[config.mk]
export PLATFORM = sky130hd
export DESIGN_NAME = instr_mem_loader_flat
export DESIGN_NICKNAME = d
export VERILOG_FILES = /design/src/rtl/instr_mem_loader_pkg.sv /design/src/rtl/instr_mem_loader_if.sv /design/src/rtl/instr_mem_loader_word_assembler.sv /design/src/rtl/instr_mem_loader.sv /design/src/flat_wrapper.sv
export SDC_FILE = /design/constraint.sdc
export NUM_CORES = 1
export LEC_CHECK = 0
export CORE_ASPECT_RATIO = 1.5
export CORE_UTILIZATION = 63
export DETAILED_ROUTE_END_ITERATION = 10
export DONT_BUFFER_PORTS = 1
export PLACE_DENSITY = 0.81
export SLEW_MARGIN = 20
export SYNTH_ARGS = -nofsm -noshare
export SYNTH_HDL_FRONTEND = slang
export SYNTH_SLANG_ARGS = --single-unit
[constraint.sdc]
create_clock -name clk -period 2.2 [get_ports clk]
set_input_delay 0.44 -clock clk [delete_from_list [all_inputs] [get_ports clk]]
set_output_delay 0.44 -clock clk [all_outputs]
set_load 0.01 [all_outputs]
[src/rtl/instr_mem_loader_pkg.sv]
// rtl/instr_mem_loader_pkg.sv - shared states and frame constants for the instruction memory loader
package instr_mem_loader_pkg;

  typedef enum logic [2:0] {
    ST_IDLE,
    ST_LEN_LO,
    ST_LEN_HI,
    ST_DATA,
    ST_WRITE,
    ST_DONE,
    ST_ERR
  } state_t;

  localparam int BYTES_PER_WORD = 4;
  localparam int LEN_BYTES      = 2;

endpackage

[src/rtl/instr_mem_loader_if.sv]
// rtl/instr_mem_loader_if.sv - byte stream in and instruction memory write port out
interface instr_mem_loader_if #(
  parameter int ADDR_W = 32
);

  logic [7:0]        byte_in;
  logic              byte_valid;
  logic              byte_ready;
  logic              mem_we;
  logic [ADDR_W-1:0] mem_wa;
  logic [31:0]       mem_wd;

  // master: the loader (consumes bytes, drives the memory write port)
  modport master (
    input  byte_in,
    input  byte_valid,
    output byte_ready,
    output mem_we,
    output mem_wa,
    output mem_wd
  );

  modport slave (
    output byte_in,
    output byte_valid,
    input  byte_ready,
    input  mem_we,
    input  mem_wa,
    input  mem_wd
  );

endinterface

[src/rtl/instr_mem_loader_word_assembler.sv]
// rtl/instr_mem_loader_word_assembler.sv - steers little-endian bytes into a 32-bit word
module loader_word_assembler
  import instr_mem_loader_pkg::*;
(
  input  logic        clk,
  input  logic        rst,
  input  logic        clear,
  input  logic        load,
  input  logic [7:0]  data,
  output logic [31:0] word,
  output logic        word_full
);

  logic [1:0] lane;

  always_ff @(posedge clk or negedge rst) begin
    if (!rst) begin
      lane <= 2'd0;
      word <= 32'd0;
    end else if (clear) begin
      lane <= 2'd0;
      word <= 32'd0;
    end else if (load) begin
      word[{lane, 3'b000} +: 8] <= data;
      lane                      <= lane + 2'd1;
    end
  end

  // High in the cycle whose accepted byte completes the word, so the FSM can move to WRITE on that edge.
  assign word_full = load && (lane == 2'(BYTES_PER_WORD - 1));

endmodule

[src/rtl/instr_mem_loader.sv]
// rtl/instr_mem_loader.sv - loads a length-prefixed byte image into instruction memory, then releases the core
module instr_mem_loader
  import instr_mem_loader_pkg::*;
#(
  parameter int DEPTH  = 1024,
  parameter int ADDR_W = 32
) (
  input  logic               clk,
  input  logic               rst,
  input  logic               start,
  instr_mem_loader_if.master bus,
  output logic               cpu_rst,
  output logic               done,
  output logic               err
);

  localparam logic [16:0] DEPTH_L = 17'(DEPTH);

  state_t            state;
  state_t            state_nxt;
  logic [15:0]       n_len;
  logic [15:0]       word_idx;
  logic [ADDR_W-1:0] wa_q;
  logic [31:0]       wd_q;
  logic [31:0]       asm_word;
  logic              word_full;
  logic              ready;
  logic              accept;
  logic              start_ok;
  logic              we;
  logic [15:0]       n_full;
  logic              last_word;
  logic [ADDR_W-1:0] wr_addr;

  assign ready    = (state == ST_LEN_LO) || (state == ST_LEN_HI) || (state == ST_DATA);
  assign accept   = ready && bus.byte_valid;
  assign start_ok = start && ((state == ST_IDLE) || (state == ST_DONE) || (state == ST_ERR));
  assign n_full   = {bus.byte_in, n_len[7:0]};
  assign last_word = ({1'b0, word_idx} + 17'd1) == {1'b0, n_len};
  assign wr_addr  = {{(ADDR_W-18){1'b0}}, word_idx, 2'b00};

  loader_word_assembler u_asm (
    .clk       (clk),
    .rst       (rst),
    .clear     (start_ok),
    .load      (accept && (state == ST_DATA)),
    .data      (bus.byte_in),
    .word      (asm_word),
    .word_full (word_full)
  );

  always_ff @(posedge clk or negedge rst) begin
    if (!rst) begin
      state    <= ST_IDLE;
      n_len    <= 16'd0;
      word_idx <= 16'd0;
      wa_q     <= '0;
      wd_q     <= 32'd0;
    end else begin
      state <= state_nxt;
      if (start_ok) word_idx <= 16'd0;
      if (accept && (state == ST_LEN_LO)) n_len[7:0]  <= bus.byte_in;
      if (accept && (state == ST_LEN_HI)) n_len[15:8] <= bus.byte_in;
      // Capture the written address/data so the port holds them after the pulse.
      if (state == ST_WRITE) begin
        word_idx <= word_idx + 16'd1;
        wa_q     <= wr_addr;
        wd_q     <= asm_word;
      end
    end
  end

  always_comb begin
    state_nxt = state;
    we        = 1'b0;
    done      = 1'b0;
    cpu_rst   = 1'b0;
    err       = 1'b0;
    case (state)
      ST_IDLE:   if (start_ok) state_nxt = ST_LEN_LO;
      ST_LEN_LO: if (accept) state_nxt = ST_LEN_HI;
      ST_LEN_HI: begin
        if (accept) begin
          if ({1'b0, n_full} > DEPTH_L) state_nxt = ST_ERR;
          else if (n_full == 16'd0)     state_nxt = ST_DONE;
          else                          state_nxt = ST_DATA;
        end
      end
      ST_DATA:   if (word_full) state_nxt = ST_WRITE;
      ST_WRITE: begin
        we        = 1'b1;
        state_nxt = last_word ? ST_DONE : ST_DATA;
      end
      ST_DONE: begin
        done    = 1'b1;
        cpu_rst = 1'b1;
        if (start_ok) state_nxt = ST_LEN_LO;
      end
      ST_ERR: begin
        err = 1'b1;
        if (start_ok) state_nxt = ST_LEN_LO;
      end
      default:   state_nxt = ST_IDLE;
    endcase
  end

  assign bus.byte_ready = ready;
  assign bus.mem_we     = we;
  assign bus.mem_wa     = we ? wr_addr : wa_q;
  assign bus.mem_wd     = we ? asm_word : wd_q;

endmodule

[src/flat_wrapper.sv]
// flat-port wrapper written by rule: the top's interface ports become plain ports
module instr_mem_loader_flat import instr_mem_loader_pkg::*;
#(
  parameter int DEPTH  = 1024,
  parameter int ADDR_W = 32
)
  (clk, rst, start, cpu_rst, done, err, bus_byte_in, bus_byte_valid, bus_byte_ready, bus_mem_we, bus_mem_wa, bus_mem_wd);
  instr_mem_loader_if #(.ADDR_W(ADDR_W)) bus_i ();
  input  logic clk;
  input  logic rst;
  input  logic start;
  output logic cpu_rst;
  output logic done;
  output logic err;
  input wire logic [$bits(bus_i.byte_in)-1:0] bus_byte_in;
  input wire logic [$bits(bus_i.byte_valid)-1:0] bus_byte_valid;
  output wire logic [$bits(bus_i.byte_ready)-1:0] bus_byte_ready;
  output wire logic [$bits(bus_i.mem_we)-1:0] bus_mem_we;
  output wire logic [$bits(bus_i.mem_wa)-1:0] bus_mem_wa;
  output wire logic [$bits(bus_i.mem_wd)-1:0] bus_mem_wd;
  assign bus_i.byte_in = bus_byte_in;
  assign bus_i.byte_valid = bus_byte_valid;
  assign bus_byte_ready = bus_i.byte_ready;
  assign bus_mem_we = bus_i.mem_we;
  assign bus_mem_wa = bus_i.mem_wa;
  assign bus_mem_wd = bus_i.mem_wd;
  instr_mem_loader #(.DEPTH(DEPTH), .ADDR_W(ADDR_W)) u_core (.clk(clk), .rst(rst), .start(start), .bus(bus_i), .cpu_rst(cpu_rst), .done(done), .err(err));
endmodule
==> results of run 1 <==
[power groups by stage]
stage / Sequential [mW] / Combinational, mW / Clock, mW
final: 2.96 / 2.28 / 2.68
after global routing: 3.00 / 2.49 / 2.81
after CTS: 2.94 / 2.21 / 2.69
after detailed placement: 2.95 / 2.10 / 0
after global placement: 2.92 / 2.01 / 0
after floorplan: 2.83 / 1.72 / 0
[sequential cells by signal (all words and copies together), names as in the netlist]
name               count
u_core.wd_q           32
u_core.u_asm.lane      2
u_core.word_idx       16
u_core.state           3
u_core.u_asm.word     32
u_core.wa_q           16
u_core.n_len          16
[worst max-delay path: stages, from the launching register on]
cell,delay [ns]
dfrtp_1,0.42
nor2_4,0.18
nand2_4,0.11
buf_12,0.19
buf_6,0.17
nand2_1,0.09
nand2_1,0.12
[timing repair]
action,4_1_cts,5_1_grt
cloned,1,0
buffers inserted,1,0
pin swaps,1,1
hold endpoints to repair,117,117
setup endpoints to repair,49,70
gates resized for setup,5,13
[metrics by stage]
step	utilization [%]	cell area (sq um)	instances
global placement	64.9	5730	693
CTS	72.1	6360	726
finish	72.5	6400	726
global route	72.5	6400	726
floorplan	-	5800	623
detailed placement	64.9	5730	693
[layout make-up]
| cell class | count | area, sq um | area share, % |
|---|---|---|---|
| clock buffers | 23 | 478 | 7.46 |
| clock inverters | 8 | 100 | 1.56 |
| inverters | 7 | 33.8 | 0.528 |
| multi-input cells | 443 | 2520 | 39.4 |
| flip-flops and latches | 117 | 2930 | 45.8 |
| well taps | 110 | 138 | 2.15 |
| repair buffers | 18 | 201 | 3.15 |
[layout by cell type (no fill, tap or decap), types with 15 or more instances in the layout]
| cell type | n |
|---|---|
| o21ai_1 | 17 |
| nor2_1 | 21 |
| a21oi_1 | 26 |
| conb_1 | 16 |
| nand3_1 | 28 |
| mux2_2 | 16 |
| nand2_1 | 189 |
| clkbuf_16 | 17 |
| dfrtp_1 | 113 |
| xnor2_1 | 15 |
[metal layers]
layer / share of wire, % / routed length (um) / GRT usage (%) / vias to the layer above
met5: 0 / 0 / 0 / -
met4: 2.8 / 384 / 16.2 / 0
met3: 7.6 / 1050 / 10.6 / 39
met2: 53 / 7350 / 50.9 / 215
met1: 37 / 5070 / 35.7 / 2188
li1: - / - / - / 2005
[final timing paths]
| path | from | endpoint | slack (ns) | depth (start not counted) |
|---|---|---|---|---|
| setup / recovery | u_core.state[0] | bus_mem_wa[3] | 0.06 | 6 |
| hold / removal | rst | u_core.wd_q[31] | -0.27 | 0 |
| setup reg to reg | u_core.word_idx[12] | u_core.state[1] | 0.09 | 6 |
| hold reg to reg | u_core.u_asm.word[23] | u_core.u_asm.word[23] | 0.50 | 1 |
| max in group asynchronous | rst | u_core.u_asm.word[13] | 2.32 | 0 |
| min in group clk | bus_byte_in[1] | u_core.u_asm.word[17] | 0.16 | 1 |
[cells by family (layout without fill, tap and decap cells)]
logic type | count (synthesis) | in the layout | share of synthesized area [%]
mux | 19 | 19 | 3.66
flops | 117 | 117 | 51.0
compound gates | 88 | 88 | 9.40
simple gates | 287 | 287 | 23.3
buf+inv | 63 | 56 | 6.78
xor+xnor | 27 | 27 | 4.45
fa+ha+maj | 6 | 6 | 1.31
other cells | 1 | 16 | 0.0653
==> impl_results.md, run 1 <==
- CTS buffer count: 17
- Num rows: 42
- Internal power: 5.24 mW
- Post-synth top cells: nand2_1 (190), dfrtp_1 (117), nand3_1 (28), a21oi_1 (27), nor2_1 (23)
- Hpwl dp: 8.46 mm
- Post-synthesis async set-or-reset flop share: 100%
- Clock share of power: 33.8%
- Routed wire length per instance: 19.1 um
- CTS tree: done
- Buffers on Ports: 0
- Max-slew violations: 0
- Yosys top cell area share: 51.0%
- EDFF count, synth: 0
- Max Freq: 467 MHz
- CP Max Fanout: 24
- Min Hold Slack: -0.273 ns
- Power Density: 1240 nW/um^2
- Max Cap Viol: 0
- Final min period: 2.14 ns
- Slew headroom: 61.1%
- Crit path capture type: output pin
- Pre-antenna DRT Iters: 4
- Post-synth cell types: 57
- Sequential Power Share: 37.4%
- Slew @ Worst Pin: 0.579 ns
- Final setup vio count: 0
- Vias in the first global route: 4,426
- Root buf cell: clkbuf_16
- FILL cells: 595
- Crit share post-route: 97.3%
- Max Buffers Root-to-Sink: 2
- Synth Flop Type: dfrtp_1
- GRT Residual Overflow: 0
- Layout cell share with drive strength beyond 1: 14.9%
- DIE HEIGHT: 119 um
- Worst setup margin: 0.0599 ns
- IO Count: 81
- Synth area leader: dfrtp_1
- Fin nets: 622
- Crit start category: flip-flop
- Post-route antenna net violation count: 0
- Cells after Synth: 608
- GP Congestion: 0.932
- CTS sink cnt: 117
- DP Worst Slack: 0.0754 ns
- Ant diodes: 0
- Syn Area/Cell: 9.44 sq um
- PnR Total Power: 7.91 mW
- Core area: 8830 sq um
- Clk_skew: 0.00978 ns
- Worst-Skew Late Latency: 0.42 ns
- Vias: 4,447
- Synth area leaders: dfrtp_1 (51%), nand2_1 (12%), mux2_2 (3.1%)
- DR vias/cell: 6.13
- Synth warnings: 0
- Unrepaired setup endpoints after global routing: no
- CP Data Arrival Time: 1.70 ns
- First-pass GRT wire length: 22.1 mm
- Post-synthesis register bit count: 117
- Layout area overhead: 11.6%
- Crit path kind: flip-flop to output pin
- Initial Util: 65.0%
- GRT Resource Usage Total: 31.2%
- Initial antenna violation count: 0
- Pleak: 3.05 nW
- Post-synthesis sequential area ratio: 51.0%
- Maximum VDD drop: 0.755 mV
- Net Sw Frac: 33.8%
- # DRC: 0
- Pin count of the biggest net entering global routing: 118
- Die Width: 79.9 um
- TNS Setup: 0 ns
- Synthesized cell area: 5740 sq um
- Comb pwr share: 28.8%
- Failing checks: hold timing
- Final hold vios: 117
- Hold Crit Class: input port to asynchronous set/reset pin
- DIE AREA: 9500 sq um
- P_sw: 2.67 mW
- Final WL: 13.9 mm
- Count leader, synth: nand2_1
- Worst EP required: 1.76 ns
- Initial DRC Count: 355
- Htree depth: 4
- Status: complete, but fails checks
- Worst-path clk slew: 0.05 ns
(Power assumes the default switching activity.)
==> inputs of run 2 (changes only) <==
--- a/config.mk
+++ b/config.mk
@@ -9,6 +9,7 @@
 export CORE_UTILIZATION = 63
 export DETAILED_ROUTE_END_ITERATION = 10
 export DONT_BUFFER_PORTS = 1
+export GPL_ROUTABILITY_DRIVEN = 0
 export PLACE_DENSITY = 0.81
 export SLEW_MARGIN = 20
 export SYNTH_ARGS = -nofsm -noshare
==> results of run 2 <==
No change in the layout: final DEF, timing and power equal those of run 1.
